===== src/rtl/uart_cmd_ctrl.sv =====
// Frames UART receiver bytes into DDR read/write commands and issues them
// over a valid/ready handshake, flagging bad opcodes, timeouts and overruns.
module uart_cmd_ctrl #(
    parameter int         ADDR_BYTES   = 4,
    parameter int         DATA_BYTES   = 16,
    parameter int         TIMEOUT_CLKS = 86800,
    parameter logic [7:0] OP_WRITE     = 8'hA5,
    parameter logic [7:0] OP_READ      = 8'h5A
) (
    input  logic                    i_clk,
    input  logic                    i_rst_n,
    input  logic                    i_rx_dv,
    input  logic [7:0]              i_rx_byte,
    output logic                    o_cmd_valid,
    input  logic                    i_cmd_ready,
    output logic                    o_cmd_we,
    output logic [8*ADDR_BYTES-1:0] o_cmd_addr,
    output logic [8*DATA_BYTES-1:0] o_cmd_wdata,
    output logic                    o_busy,
    output logic                    o_err_opcode,
    output logic                    o_err_timeout,
    output logic                    o_err_overrun
);

    localparam int AW        = 8 * ADDR_BYTES;
    localparam int DW        = 8 * DATA_BYTES;
    localparam int MAX_BYTES = (ADDR_BYTES > DATA_BYTES) ? ADDR_BYTES : DATA_BYTES;
    localparam int CNT_W     = $clog2(MAX_BYTES) + 1;
    localparam int TMO_W     = $clog2(TIMEOUT_CLKS) + 1;

    localparam logic [CNT_W-1:0] ADDR_LAST = CNT_W'(ADDR_BYTES - 1);
    localparam logic [CNT_W-1:0] DATA_LAST = CNT_W'(DATA_BYTES - 1);
    localparam logic [TMO_W-1:0] TMO_LAST  = TMO_W'(TIMEOUT_CLKS - 1);

    typedef enum logic [1:0] {
        IDLE  = 2'd0,
        ADDR  = 2'd1,
        DATA  = 2'd2,
        ISSUE = 2'd3
    } state_t;

    state_t           r_state;
    logic [CNT_W-1:0] r_cnt;
    logic [TMO_W-1:0] r_tmo;
    logic             r_cmd_valid;
    logic             r_we;
    logic [AW-1:0]    r_addr;
    logic [DW-1:0]    r_wdata;
    logic             r_busy;
    logic             r_err_opcode;
    logic             r_err_timeout;
    logic             r_err_overrun;

    logic w_is_opcode;
    logic w_tmo_expired;
    logic w_handshake;

    assign w_is_opcode   = (i_rx_byte == OP_WRITE) || (i_rx_byte == OP_READ);
    // A byte arriving on the expiry cycle wins over the timeout.
    assign w_tmo_expired = (r_tmo == TMO_LAST) && !i_rx_dv;
    assign w_handshake   = r_cmd_valid && i_cmd_ready;

    always_ff @(posedge i_clk or negedge i_rst_n) begin
        if (!i_rst_n) begin
            r_state       <= IDLE;
            r_cnt         <= '0;
            r_tmo         <= '0;
            r_cmd_valid   <= 1'b0;
            r_we          <= 1'b0;
            r_addr        <= '0;
            r_wdata       <= '0;
            r_busy        <= 1'b0;
            r_err_opcode  <= 1'b0;
            r_err_timeout <= 1'b0;
            r_err_overrun <= 1'b0;
        end else begin
            r_err_opcode  <= 1'b0;
            r_err_timeout <= 1'b0;
            r_err_overrun <= 1'b0;

            case (r_state)
                IDLE: begin
                    if (i_rx_dv) begin
                        if (w_is_opcode) begin
                            r_we    <= (i_rx_byte == OP_WRITE);
                            r_addr  <= '0;
                            r_wdata <= '0;
                            r_cnt   <= '0;
                            r_tmo   <= '0;
                            r_busy  <= 1'b1;
                            r_state <= ADDR;
                        end else begin
                            r_err_opcode <= 1'b1;
                        end
                    end
                end

                ADDR: begin
                    if (i_rx_dv) begin
                        r_addr <= AW'({r_addr, i_rx_byte});
                        r_tmo  <= '0;
                        if (r_cnt == ADDR_LAST) begin
                            r_cnt <= '0;
                            if (r_we) begin
                                r_state <= DATA;
                            end else begin
                                r_cmd_valid <= 1'b1;
                                r_state     <= ISSUE;
                            end
                        end else begin
                            r_cnt <= r_cnt + CNT_W'(1);
                        end
                    end else if (w_tmo_expired) begin
                        r_err_timeout <= 1'b1;
                        r_addr        <= '0;
                        r_wdata       <= '0;
                        r_cnt         <= '0;
                        r_tmo         <= '0;
                        r_busy        <= 1'b0;
                        r_state       <= IDLE;
                    end else begin
                        r_tmo <= r_tmo + TMO_W'(1);
                    end
                end

                DATA: begin
                    if (i_rx_dv) begin
                        r_wdata <= DW'({r_wdata, i_rx_byte});
                        r_tmo   <= '0;
                        if (r_cnt == DATA_LAST) begin
                            r_cnt       <= '0;
                            r_cmd_valid <= 1'b1;
                            r_state     <= ISSUE;
                        end else begin
                            r_cnt <= r_cnt + CNT_W'(1);
                        end
                    end else if (w_tmo_expired) begin
                        r_err_timeout <= 1'b1;
                        r_addr        <= '0;
                        r_wdata       <= '0;
                        r_cnt         <= '0;
                        r_tmo         <= '0;
                        r_busy        <= 1'b0;
                        r_state       <= IDLE;
                    end else begin
                        r_tmo <= r_tmo + TMO_W'(1);
                    end
                end

                ISSUE: begin
                    // Bytes cannot be buffered while a command waits; drop and flag.
                    if (i_rx_dv) begin
                        r_err_overrun <= 1'b1;
                    end
                    if (w_handshake) begin
                        r_cmd_valid <= 1'b0;
                        r_busy      <= 1'b0;
                        r_state     <= IDLE;
                    end
                end

                default: begin
                    r_cmd_valid <= 1'b0;
                    r_busy      <= 1'b0;
                    r_state     <= IDLE;
                end
            endcase
        end
    end

    assign o_cmd_valid   = r_cmd_valid;
    assign o_cmd_we      = r_we;
    assign o_cmd_addr    = r_addr;
    assign o_cmd_wdata   = r_wdata;
    assign o_busy        = r_busy;
    assign o_err_opcode  = r_err_opcode;
    assign o_err_timeout = r_err_timeout;
    assign o_err_overrun = r_err_overrun;

endmodule


===== config.mk =====
export PLATFORM = sky130hd
export DESIGN_NAME = uart_cmd_ctrl
export DESIGN_NICKNAME = d
export VERILOG_FILES = /design/src/rtl/uart_cmd_ctrl.sv
export SDC_FILE = /design/constraint.sdc
export NUM_CORES = 1
export LEC_CHECK = 0
export ABC_AREA = 0
export BUFFER_PORTS_ARGS = -buffer_cell sky130_fd_sc_hd__buf_2
export CAP_MARGIN = 25
export CORE_MARGIN = 2
export CORE_UTILIZATION = 55
export DETAILED_ROUTE_END_ITERATION = 10
export GPL_ROUTABILITY_DRIVEN = 0
export GPL_TIMING_DRIVEN = 1
export PLACE_DENSITY_LB_ADDON = 0.2
export SLEW_MARGIN = 0
export SYNTH_ARGS = -nofsm -noshare
export SYNTH_HDL_FRONTEND = slang
export SYNTH_SLANG_ARGS = --single-unit

===== constraint.sdc =====
create_clock -name i_clk -period 2.93 [get_ports i_clk]
set_clock_uncertainty 0.2 [all_clocks]
set_input_delay 0.293 -clock i_clk [delete_from_list [all_inputs] [get_ports i_clk]]
set_output_delay 0.293 -clock i_clk [all_outputs]
set_load 0.1 [all_outputs]

==> metrics.md <==
| Metric | Value |
|---|---|
| Most common cell after layout, fill and taps aside | dfrtp_1 |
| Setup crit start kind | input pin |
| Status | finished clean |
| Hold_buf cts | 10 |
| Pin count of the biggest net entering global routing | 129 |
| Seq/Total Area, Yosys | 0.574 |
| Worst hold path startpoint | i_rx_dv |
| Crit path from | i_rx_byte[7] |
| TritonCTS clock tree | built |
| Reg-to-Reg Start | r_tmo[0] |
| Vias in the first global route | between 5,000 and 6,000 |
| Final period util | 0.938 |
| Post-synthesis cell area | approximately 0.0083 mm2 |
| Setup-failing EPs final | 0 |
| Avg Cell Area, Syn | between 10 and 15 um2 |
| Vias | 6,279 |
| Setup crit end | o_cmd_wdata[84] |
| Port Buffer Count | 177 |
| Post-DP Area | slightly above 0.009 mm2 |
| CP required | 3.09 ns |
| DRC errors left | 0 |
| Remaining global-route overflow | 0 |
| Final-stage net count | 812 |
| Final Slew Violations | 0 |
| Site Rows | 44 |
| Maximum clock frequency | 0.364 GHz |
| Crit path largest cell delay | 0.55 ns |
| Min-delay worst type | in -> reg |
| Max Buffers Root-to-Sink | 2 |
| Most frequent cells in the layout | dfrtp_1, buf_2, a22o_2, a22o_1, a32o_1 |
| Warning count from the yosys run | 0 |
| Io pins | 178 |
| Die area | about 0.016 mm2 |
| Syn nets | 640 |
| Clock latency on the worst-skew pair | 0.43 ns |
| Area delta synth->final | 18.1% |
| Post-route ant nets | 0 |
| Cell Pwr Density | 810 mW/mm2 |
| Final worst path period need | 2.75 ns |
| # H-tree levels | 4 |
| Drt wl/cell | 20.3 um |
| RSZ-0062 raised after global routing | no |
| Detailed-route wire length | 20,000 um |
| Die height | between 100 and 150 um |
| Root buffer cell | clkbuf_16 |
| Top FF cell, synth | dfrtp_1 |
| Crit Path Class | in -> reg |
| First-pass GRT wire length | 32,000 um |
| Synthesized flop and latch total | about 190 |
| Die width | 127 um |
| Core area | around 0.015 mm2 |
| Post-route cell area | 0.00984 mm2 |
| Maximum VDD drop | 0.846 mV |
| Final Hold Viols | 0 |
| Normalized max-slew margin | 0.533 |
| # diodes | 0 |
| Reg2Reg Setup Slack | 0.24 ns |
| Max Cap Viol | 0 |
| Share of layout cells above drive strength 1 | 0.378 |
| Number of flops mapped to enable cells by yosys | 0 |
| Crit path top cell by count | buf_12 |
| Type of element capturing the critical path | register |
| Hpwl dp | 13,500 um |
| Via density per instance | 6.37 |
| DR iter-0 viols | between 500 and 600 |
| Yosys cell types | 63 |
| Initial antenna violation count | 0 |
| CTS sink cnt | around 190 |
| Post-cts sizing count | 0 |
| Async S/R FF share, synth | 1.00 |
| Drt first pass iters | 5 |
| RR Endpoint | r_cnt[3] |
| Total Routing Usage GR | 0.249 |
| CP Data Arrival Time | 2.91 ns |
| Slowest CP cell | dlygate4sd3_1 |
| CTS Buf Count | 17 |
| Static leakage | 5.06 nW |
| Worst r2r path cells | 6 |
| Syn Inst Count | 619 |
| Largest fanout on the critical path | 48 |
| Clock transition at path regs | 0.07 ns |
| Initial Utilization | 0.569 |
| Setup TNS | 0 ns |
| Cells along the critical path | dlygate4sd3_1, buf_2, and4bb_1, and4_1, o21ai_4, a2111oi_4, buf_12, buf_12, a22o_1 |
| Filler cell count | 1,103 |
| Post-CTS repair timing setup buffer count | 0 |
| Worst-margin pin slew | between 0.6 and 0.7 ns |
## synth_stat cells, types with 3 or more instances
cell      number  share of area
a22o_1        65          0.068
buf_8          7          0.013
dfrtp_1      191           0.57
nor2b_1        6         0.0045
a32o_1        35          0.042
and3_1         3         0.0023
clkbuf_1      12         0.0054
o211ai_1       5         0.0045
inv_1         14         0.0063
nand3_1       21          0.013
nor2_1        18         0.0081
ha_1           9          0.014
nand2_1       16         0.0072
o21ai_0       17          0.010
a21oi_1        9         0.0054
a22o_2        71          0.085
a22oi_1        3         0.0027
o22ai_1        3         0.0023
and2_1         4         0.0030
a21o_1         6         0.0054
nor3_1         5         0.0030
nand4_1        8         0.0060
mux2i_1        5         0.0060
buf_2          9         0.0054
nand4b_1       4         0.0042
a21boi_0       3         0.0027
nor4_1         3         0.0023
buf_6          9          0.012
buf_12        11          0.026
## stage by stage
| stage | power, W | instances | setup WS [ns] | util | hold WS (ns) |
|---|---|---|---|---|---|
| after floorplan | 0.00523 | 619 | 0.580 | - | -0.203 |
| after global placement | 0.00541 | 946 | 0.341 | 0.621 | 0.183 |
| after detailed placement | 0.00547 | 946 | 0.312 | 0.621 | 0.188 |
| after CTS | 0.00798 | 986 | 0.212 | 0.672 | 0.125 |
| after global routing | 0.00833 | 986 | 0.0624 | 0.672 | 0.153 |
| final | 0.00797 | 986 | 0.183 | 0.672 | 0.142 |
## registers in the layout, indices dropped and copies added (netlist names), 2 cells and up
name / count
r_cnt: 5
o_cmd_wdata: 128
o_cmd_addr: 32
r_state: 2
r_tmo: 18
## cells by family (layout without fill, tap and decap cells)
family          after synthesis  count (layout)  synth area share
flops                       191             191             0.574
simple gates                108             108            0.0754
fa+ha+maj                     9               9            0.0135
buf+inv                      63             246            0.0700
compound gates              243             243             0.261
mux                           5               5           0.00601
## how the worst min path moves through the flow
| stage | end | depth (start not counted) |
|---|---|---|
| finish | o_err_overrun | 2 |
| global route | o_err_overrun | 2 |
| CTS | o_err_overrun | 2 |
| detailed placement | o_cmd_wdata[115] | 1 |
| global placement | o_cmd_wdata[115] | 1 |
| floorplan | o_busy | 0 |
## layout make-up
class	instances	area, um2	share of cell area
repair buffers	202	1170	0.119
well taps	184	230	0.0234
clock buffers	17	425	0.0432
flip-flops and latches	191	4780	0.486
clock inverters	13	213	0.0216
inverters	14	52.6	0.00534
multi-input cells	365	2970	0.302
## routing by layer
| layer | GRT usage | vias up | routed length, um |
|---|---|---|---|
| met5 | 0 | - | 0 |
| li1 | - | 2776 | - |
| met4 | 0.0750 | 0 | 386 |
| met2 | 0.404 | 239 | 9920 |
| met3 | 0.0515 | 31 | 1120 |
| met1 | 0.341 | 3233 | 8560 |
## where the power goes
group / switching [W] / internal, W / total [W] / leakage [nW]
registers: 0.000124 / 0.00277 / 0.00289 / 2.65
logic: 0.00198 / 0.000605 / 0.00258 / 2.11
clock network: 0.000988 / 0.00151 / 0.00250 / 0.302
total: 0.00309 / 0.00488 / 0.00797 / 5.06
## critical path, delay by kind of cell
family / cells / cell delay, ns
buffers and inverters: 4 / 1.18
and+or+nand+nor: 2 / 0.66
AOI/OAI and AO/OA: 3 / 0.74
Note: power is estimated with default switching activity, not from simulation.
